### config.mk
export PLATFORM = sky130hd
export DESIGN_NAME = uart_frame_decoder
export DESIGN_NICKNAME = d
export VERILOG_FILES = /design/src/rtl/uart_frame_pkg.sv /design/src/rtl/uart_frame_timeout.sv /design/src/rtl/uart_frame_decoder.sv
export SDC_FILE = /design/constraint.sdc
export NUM_CORES = 2
export LEC_CHECK = 0
export ABC_AREA = 1
export CORE_AREA = 3 3 400 402
export CTS_CLUSTER_SIZE = 16
export DETAILED_ROUTE_END_ITERATION = 6
export DIE_AREA = 0 0 403 405
export SETUP_SLACK_MARGIN = 0.05
export SYNTH_ARGS = -nofsm -noshare
export SYNTH_HDL_FRONTEND = slang
export SYNTH_SLANG_ARGS = --single-unit
export TNS_END_PERCENT = 5
### constraint.sdc
create_clock -name sys_clk -period 7.25 [get_ports sys_clk]
set_input_delay 1.45 -clock sys_clk [delete_from_list [all_inputs] [get_ports sys_clk]]
set_output_delay 1.45 -clock sys_clk [all_outputs]
set_load 0.01 [all_outputs]
### src/rtl/uart_frame_pkg.sv
// Shared constants and state encoding for the UART `&&payload&&` string framing.
// Latency: n/a (package only).
// Backpressure: n/a.
// Contents: DELIM character, DEFAULT_MAX_LEN (shared with the transmit-side
//   string handler), and the one-hot decoder state type.
package uart_frame_pkg;

  localparam logic [7:0] DELIM           = 8'h26;  // '&'
  localparam int         DEFAULT_MAX_LEN = 128;

  // One-hot so each status output (frame_vld/frame_err) is a single state flop.
  typedef enum logic [5:0] {
    ST_IDLE = 6'b000001,
    ST_SOF1 = 6'b000010,
    ST_BODY = 6'b000100,
    ST_EOF1 = 6'b001000,
    ST_DONE = 6'b010000,
    ST_ERR  = 6'b100000
  } state_t;

endpackage

### src/rtl/uart_frame_timeout.sv
// Inter-byte idle counter for the frame decoder; flags an expired partial frame.
// Latency: expire is combinational from the counter flop; the decoder registers it into ERR.
// Backpressure: none; clr (a received byte) always wins over expiry.
// Ports: sys_clk/sys_rst (sync, active-high); clr = byte seen; en = frame in progress;
//   expire = counter at TIMEOUT_CYC-1 with no byte this cycle.
module uart_frame_timeout #(
  parameter int TIMEOUT_CYC = 1_000_000
) (
  input  logic sys_clk,
  input  logic sys_rst,
  input  logic clr,
  input  logic en,
  output logic expire
);

  localparam int CNT_W = (TIMEOUT_CYC > 1) ? $clog2(TIMEOUT_CYC) : 1;
  localparam logic [CNT_W-1:0] LAST = CNT_W'(TIMEOUT_CYC - 1);

  logic [CNT_W-1:0] cnt;

  always_ff @(posedge sys_clk) begin
    if (sys_rst || clr || !en) begin
      cnt <= '0;
    end else if (cnt != LAST) begin
      cnt <= cnt + CNT_W'(1);
    end
  end

  assign expire = en && !clr && (cnt == LAST);

endmodule

### src/rtl/uart_frame_decoder.sv
// Extracts `&&payload&&` frames from the uart_rx byte stream into a flat byte buffer.
// Latency: frame_vld/frame_err pulse one cycle after the byte that completes/aborts a frame.
// Backpressure: none; every byte_vld is consumed, outputs are one-cycle strobes.
// Ports: sys_clk, sys_rst (sync, active-high); byte_data/byte_vld from uart_rx;
//   frame_data (byte k at [8k+7:8k]), frame_len, frame_vld, frame_err, busy.
// Optional: define UART_FRAME_TIMEOUT_EN to abort partial frames after TIMEOUT_CYC idle cycles.
module uart_frame_decoder
  import uart_frame_pkg::*;
#(
  parameter int         MAX_LEN     = DEFAULT_MAX_LEN,
  parameter int         LEN_W       = 8,
  parameter logic [7:0] DELIM       = uart_frame_pkg::DELIM,
  parameter int         TIMEOUT_CYC = 1_000_000
) (
  input  logic               sys_clk,
  input  logic               sys_rst,
  input  logic [7:0]         byte_data,
  input  logic               byte_vld,
  output logic [MAX_LEN*8-1:0] frame_data,
  output logic [LEN_W-1:0]   frame_len,
  output logic               frame_vld,
  output logic               frame_err,
  output logic               busy
);

  if (MAX_LEN < 2 || (2 ** LEN_W) <= MAX_LEN || TIMEOUT_CYC < 1) begin : g_bad_params
    $error("uart_frame_decoder: illegal MAX_LEN/LEN_W/TIMEOUT_CYC");
  end

  state_t state_q, state_d;
  logic   clr_frame;  // SOF1 -> BODY: start a fresh payload
  logic   wr_one;     // BODY: store byte at frame_len
  logic   wr_two;     // EOF1: lone '&' was data, store '&' then byte
  logic   timeout;

  logic [LEN_W:0] len_ext;
  logic           is_delim;

  assign len_ext  = {1'b0, frame_len};
  assign is_delim = (byte_data == DELIM);

`ifdef UART_FRAME_TIMEOUT_EN
  logic tmo_en;
  assign tmo_en = (state_q == ST_SOF1) || (state_q == ST_BODY) || (state_q == ST_EOF1);

  uart_frame_timeout #(
    .TIMEOUT_CYC (TIMEOUT_CYC)
  ) u_timeout (
    .sys_clk (sys_clk),
    .sys_rst (sys_rst),
    .clr     (byte_vld),
    .en      (tmo_en),
    .expire  (timeout)
  );
`else
  assign timeout = 1'b0;
`endif

  always_comb begin
    state_d   = state_q;
    clr_frame = 1'b0;
    wr_one    = 1'b0;
    wr_two    = 1'b0;
    case (state_q)
      // DONE/ERR last one cycle; a byte arriving then is treated as in IDLE.
      ST_IDLE, ST_DONE, ST_ERR: begin
        state_d = ST_IDLE;
        if (byte_vld && is_delim) state_d = ST_SOF1;
      end
      ST_SOF1: begin
        if (byte_vld) begin
          if (is_delim) begin
            state_d   = ST_BODY;
            clr_frame = 1'b1;
          end else begin
            state_d = ST_IDLE;
          end
        end
      end
      ST_BODY: begin
        if (byte_vld) begin
          if (is_delim) begin
            state_d = ST_EOF1;
          end else if (len_ext == (LEN_W+1)'(MAX_LEN)) begin
            state_d = ST_ERR;
          end else begin
            wr_one = 1'b1;
          end
        end
      end
      ST_EOF1: begin
        if (byte_vld) begin
          if (is_delim) begin
            state_d = ST_DONE;
          end else if ((len_ext + (LEN_W+1)'(2)) > (LEN_W+1)'(MAX_LEN)) begin
            state_d = ST_ERR;
          end else begin
            state_d = ST_BODY;
            wr_two  = 1'b1;
          end
        end
      end
      default: state_d = ST_IDLE;
    endcase
    if (timeout) state_d = ST_ERR;
  end

  always_ff @(posedge sys_clk) begin
    if (sys_rst) begin
      state_q    <= ST_IDLE;
      frame_data <= '0;
      frame_len  <= '0;
    end else begin
      state_q <= state_d;
      if (clr_frame) begin
        frame_data <= '0;
        frame_len  <= '0;
      end
      // Per-byte write enables keep the index decode explicit and width-clean.
      for (int k = 0; k < MAX_LEN; k++) begin
        if (wr_one && k == int'(frame_len))     frame_data[8*k +: 8] <= byte_data;
        if (wr_two && k == int'(frame_len))     frame_data[8*k +: 8] <= DELIM;
        if (wr_two && k == int'(frame_len) + 1) frame_data[8*k +: 8] <= byte_data;
      end
      if (wr_one) frame_len <= frame_len + LEN_W'(1);
      if (wr_two) frame_len <= frame_len + LEN_W'(2);
    end
  end

  assign frame_vld = (state_q == ST_DONE);
  assign frame_err = (state_q == ST_ERR);
  assign busy      = (state_q != ST_IDLE);

endmodule
# After elaboration in Yosys (flattened, before gate mapping)
# Index checks and enable logic that the tools add are counted.
[word_totals]
elab_cells = 1329
reg_bits = 1038
out_inout_bits = 1035
[classes]
magnitude_cmp = 1
n_addsub = 4
eq_ne = 267
n_reduce_logical = 518
mux = 409
[ops]
columns = ["op", "n"]
rows = [
  ["$mux 8", 387],
  ["$eq 8x32->1 const A", 63],
  ["$eq 7x32->1 const A", 32],
  ["$mux 1024", 1],
  ["$eq 6x32->1 const A", 16],
  ["$eq 8x8->1 const A", 64],
  ["$reduce_bool 4->1", 128],
  ["$logic_and 1x1->1", 385],
  ["$eq 5x32->1 const A", 8],
  ["$eq 7x8->1 const A", 32],
  ["$eq 4x32->1 const A", 4],
  ["$eq 6x8->1 const A", 16],
  ["$eq 3x32->1 const A", 2],
  ["$eq 5x8->1 const A", 8],
  ["$mux 6", 7],
  ["$eq 2x32->1 const A", 1],
  ["$eq 4x8->1 const A", 4],
  ["$logic_not 32->1", 1],
  ["$pmux 6 s4", 1],
  ["$eq 3x8->1 const A", 2],
  ["$mux 1", 11],
  ["$add 8x1->9 const B", 1],
  ["$add 8x2->9 const B", 1],
  ["$eq 7x9->1 const A", 1],
  ["21 further kinds", 23],
]

# Logic depth before layout (Yosys ltp)
[depth]
ltp_word = 9
ltp_mapped = 18

# Least setup slack after synthesis
# Ideal clock, no wire load.
[synth_path]
kind = "input to register"
start = "input port byte_data[1]"
end = "register frame_data[137]"
arrival_ns = 2.934
setup_slack_ns = 4.204
required_ns = 7.138
path_buffers = 2
cell_stages = 16
cell_sequence = "inv_1 > nor2_1 > nand2_1 > nor2_1 > a21oi_1 > nand2_1 > nor2_4 > inv_2 > nand2_1 > inv_1 > nand2_2 > buf_2 > buf_2 > nand3_1 > nor2_1 > nor2_1"
[synth_via]
elab_chain_len = 8
[synth_rtl]
columns = ["element", "line", "source"]
rows = [
  ["from (decl)", "uart_frame_decoder.sv:17", "input logic [7:0] byte_data,"],
  ["$eq 8x6->1", "uart_frame_decoder.sv:40", "assign is_delim = (byte_data == DELIM);"],
  ["$mux 1", "uart_frame_decoder.sv:82", "if (is_delim) begin"],
  ["$mux 1", "uart_frame_decoder.sv:81", "if (byte_vld) begin"],
  ["$mux 1", "uart_frame_decoder.sv:64", "case (state_q)"],
  ["$logic_and 1x1->1", "uart_frame_decoder.sv:121", "if (wr_one && k == int'(frame_len)) frame_data[8*k +: 8] <= byte_data;"],
  ["$mux 8", "uart_frame_decoder.sv:121", ""],
  ["$mux 8", "uart_frame_decoder.sv:122", "if (wr_two && k == int'(frame_len)) frame_data[8*k +: 8] <= DELIM;"],
  ["$mux 8", "uart_frame_decoder.sv:123", "if (wr_two && k == int'(frame_len) + 1) frame_data[8*k +: 8] <= byte_data;"],
  ["to (decl)", "uart_frame_decoder.sv:19", "output logic [MAX_LEN*8-1:0] frame_data,"],
]
# Several ways; a longest one is shown, not always the timed one.
# A chain may end at the register's enable or synchronous reset.

# Worst setup path after layout
[layout_path]
start = "input port byte_data[5]"
end = "register frame_data[986]"
[layout_via]
elab_chain_len = 8
[layout_rtl]
columns = ["element", "line"]
rows = [
  ["$eq 8x6->1 (*)", "uart_frame_decoder.sv:40"],
  ["$mux 1", "uart_frame_decoder.sv:82"],
  ["$mux 1", "uart_frame_decoder.sv:81"],
  ["$mux 1", "uart_frame_decoder.sv:64"],
  ["$logic_and 1x1->1", "uart_frame_decoder.sv:121"],
  ["$mux 8", "uart_frame_decoder.sv:121"],
  ["$mux 8", "uart_frame_decoder.sv:122"],
  ["$mux 8", "uart_frame_decoder.sv:123"],
]
# Mark *: on every way between the ends. The rest lies on a longest branch, timed or not.

==> results.md <==
* Outcome: finished with violations
* Failing checks: DRC
* Reg-to-Reg Start: frame_len[3]
* Vias in the first global route at 47787
* Cts hold-fix bufs at 0
* Mapped cell area at 48800 µm²
* Synth area leaders: dfxtp_1, nand2_1, a21oi_1
* Routed via count at 51782
* Worst Setup End Kind: flip-flop
* Worst-margin pin slew at 1250 ps
* Slew headroom at 16.6%
* Gate Count Post-Synth at 7477
* First-pass GRT wire length at 334000 µm
* Syn Nets at 7494
* Leading area contributor after synthesis: dfxtp_1
* Sequential group share of total power at 46.3%
* Worst-path clk slew at 60 ps
* Vias per inst at 4.95
* Postcts setup bufs at 0
* Yosys warning total at 0
* Switching share of power at 23.7%
* Post-synthesis sequential area ratio at 42.6%
* CP Data Arrival Time at 5180 ps
* Psw at 0.00291 W
* #FFs+latches synth at 1038
* P per Cell Area at 190 nW/µm²
* Worst r2r dst: frame_data[193]
* CTS root buf: clkbuf_16
* Overflow after GRT at 0
* Initial DRC count at 4359
* Critical Path Source Type: primary input
* Peak VDD IR at 0.200 mV
* Worst min path class: reg -> reg
* Clk pwr share at 51.3%
* Post-layout util at 41.4%
* Max Cap Viol at 0
* Die H at 405 µm
* Final Hold Viols at 0
* DRC viols at 3
* Final Skew at 52.5 ps
* H-tree depth at 3
* Core outline area at 156000 µm²
* Synth top area share at 42.6%
* Pint at 0.00941 W
* Count of cell types in the netlist at 31
* Die Wd at 403 µm
* LEAKAGE at 26.4 nW
* Die area at 163000 µm²
* Critical Path Fanout Max at 74
* # port buffers at 1045
* CTS tree: done
* Fin nets at 8321
* Endpoints failing setup at 0
* RSZ-0062 raised after global routing: false
* Tmin final at 4590 ps
* Placer Congestion at 0.865
* Row Count at 145
* R2R depth at 12
* Max Slew Vio Count at 0
* Setup_tns at 0 ps
* I/O pins at 1046
* Initial antenna violation count at 9
* Overall power at 0.0123 W
* WS Path Type: in -> reg
* Endpoint, Worst Hold: frame_data[576]
* Detail Route Antenna Nets at 0
* Hold Path Stages at 2
* Final worst-path cycle share at 63.3%
* CTS max path bufs at 3
* Worst reg-to-reg setup slack at 2700 ps
* Final WL at 236000 µm
* Layout cell share with drive strength beyond 1 at 7.15%
* Layout area overhead at 32.9%
* Largest net degree at the start of global routing at 188
* Worst-skew pair later-pin latency at 730 ps
* Placement Cell Area at 60700 µm²
* Synth Area per Inst at 6.52 µm²
* Cell area after layout at 64800 µm²
* Critical Path RT at 7850 ps
* Total GRT Usage at 27.6%
* CTS sink cnt at 1038
* Starting Density at 31.2%
* Fmax at 218 MHz
* Post-CTS Resized at 0
* Per-cell routed wire length at 22.6 µm
* DP HPWL at 164000 µm
* Hold wc startpoint: frame_data[576]
* Drt pass-1 iters at 7
* CTS buffer count at 117
* Logic pwr share at 2.4%
[power groups by stage]
stage	logic, W	clock network [W]	registers (W)
final	0.000296	0.00632	0.00570
after global routing	0.000308	0.00667	0.00570
after CTS	0.000294	0.00645	0.00570
after detailed placement	0.000294	0	0.00583
after global placement	0.000294	0	0.00583
after floorplan	0.000165	0	0.00583
[cell type report]
cell class                 count  area [µm²]
fill                       16026       91600
clock buffer                 151        3290
multi-input combinational   5345       23600
sequential                  1038       20800
inverter                     702        2660
tap                         2058        2570
antenna                       11        27.5
clock inverter                66         830
timing repair buffer        1100       11000
[sequential cells by signal, summed over array words and instances, names as in the netlist]
register	count
state_q	6
frame_len	8
frame_data	1024
[cell usage in the layout, fill, tap and decap left out, types with 3 or more instances in the layout]
cell	Yosys	routed
clkbuf_16	0	119
o21ai_1	9	9
clkinv_2	0	28
dfxtp_1	1038	1038
nand2_2	125	128
ha_1	6	6
clkinvlp_4	0	10
nor2_2	48	46
diode_2	0	11
clkbuf_8	0	19
nand3_1	279	278
inv_1	689	672
nand2_1	2521	2515
buf_12	1	10
nand4_1	27	27
nor2_4	2	4
a21oi_1	1036	1036
nand3_2	2	3
nor2_1	1030	1030
clkdlybuf4s50_1	0	1038
clkbuf_1	295	13
nand2_4	11	12
nand4_2	107	107
inv_2	13	24
buf_4	10	45
bufinv_16	0	13
o22ai_1	3	3
o21ai_0	129	129
clkinv_4	0	7
inv_6	0	6
clkinv_16	0	4
buf_6	22	5
[kinds of logic (layout without fill, tap and decap cells)]
logic type      Yosys count  count (layout)  synth area share (%)
simple gates           4156            4156                  36.0
compound gates         1182            1182                  12.2
buf+inv                1094            2019                  9.04
flops                  1038            1038                  42.6
fa+ha+maj                 6               6                 0.154
xor+xnor                  1               1                0.0565
other cells               0              11                     0
[critical path, stage by stage]
cell	delay, ps
clkdlybuf4s50_1	470
inv_6	350
nor2_1	70
nand2_1	70
nor2_1	100
inv_2	110
nor2_1	70
nand2_4	60
buf_4	770
buf_4	680
o21ai_0	190
inv_1	90
nand2_1	70
nand2_1	290
nand2_1	100
nand2_1	80
nor2_1	60
[per-layer routing]
metal | vias up | wire, µm | part of all wire (%) | track usage, %
met5 | - | 7 | 0.0030 | 0
met4 | 2 | 11400 | 4.8 | 13.0
li1 | 25064 | - | - | -
met3 | 392 | 21900 | 9.3 | 7.76
met2 | 2226 | 110000 | 47 | 45.9
met1 | 24098 | 92900 | 39 | 32.7
[worst max path at each step]
| stage | from | to | slack [ps] | depth (start not counted) |
|---|---|---|---|---|
| after CTS | frame_len[3] | frame_data[193] | 2590 | 12 |
| final | byte_data[5] | frame_data[986] | 2660 | 17 |
| after floorplan | byte_data[1] | frame_data[137] | 4200 | 16 |
| after detailed placement | byte_data[5] | frame_data[986] | 1950 | 17 |
| after global routing | byte_data[5] | frame_data[986] | 2380 | 17 |
| after global placement | byte_data[5] | frame_data[986] | 1890 | 17 |
[cell usage after synthesis (all sizes together)]
library cell  instances
dfxtp              1038
nand2              2657
nor3                  2
clkbuf              295
nand4               134
a21oi              1038
ha                    6
nand3               281
nor2               1082
o22ai                 3
o21ai               138
inv                 702
buf                  97
a22oi                 1
xor2                  1
a211oi                2
[through the flow]
stage	instances	hold slack (ps)	setup slack, ps
5_1_grt	10461	474	2380
4_1_cts	10460	460	2590
6_report	10471	459	2660
3_3_place_gp	10243	448	1890
2_1_floorplan	7477	454	4200
3_5_place_dp	10243	452	1950
Note: power is estimated with default switching activity, not from simulation.
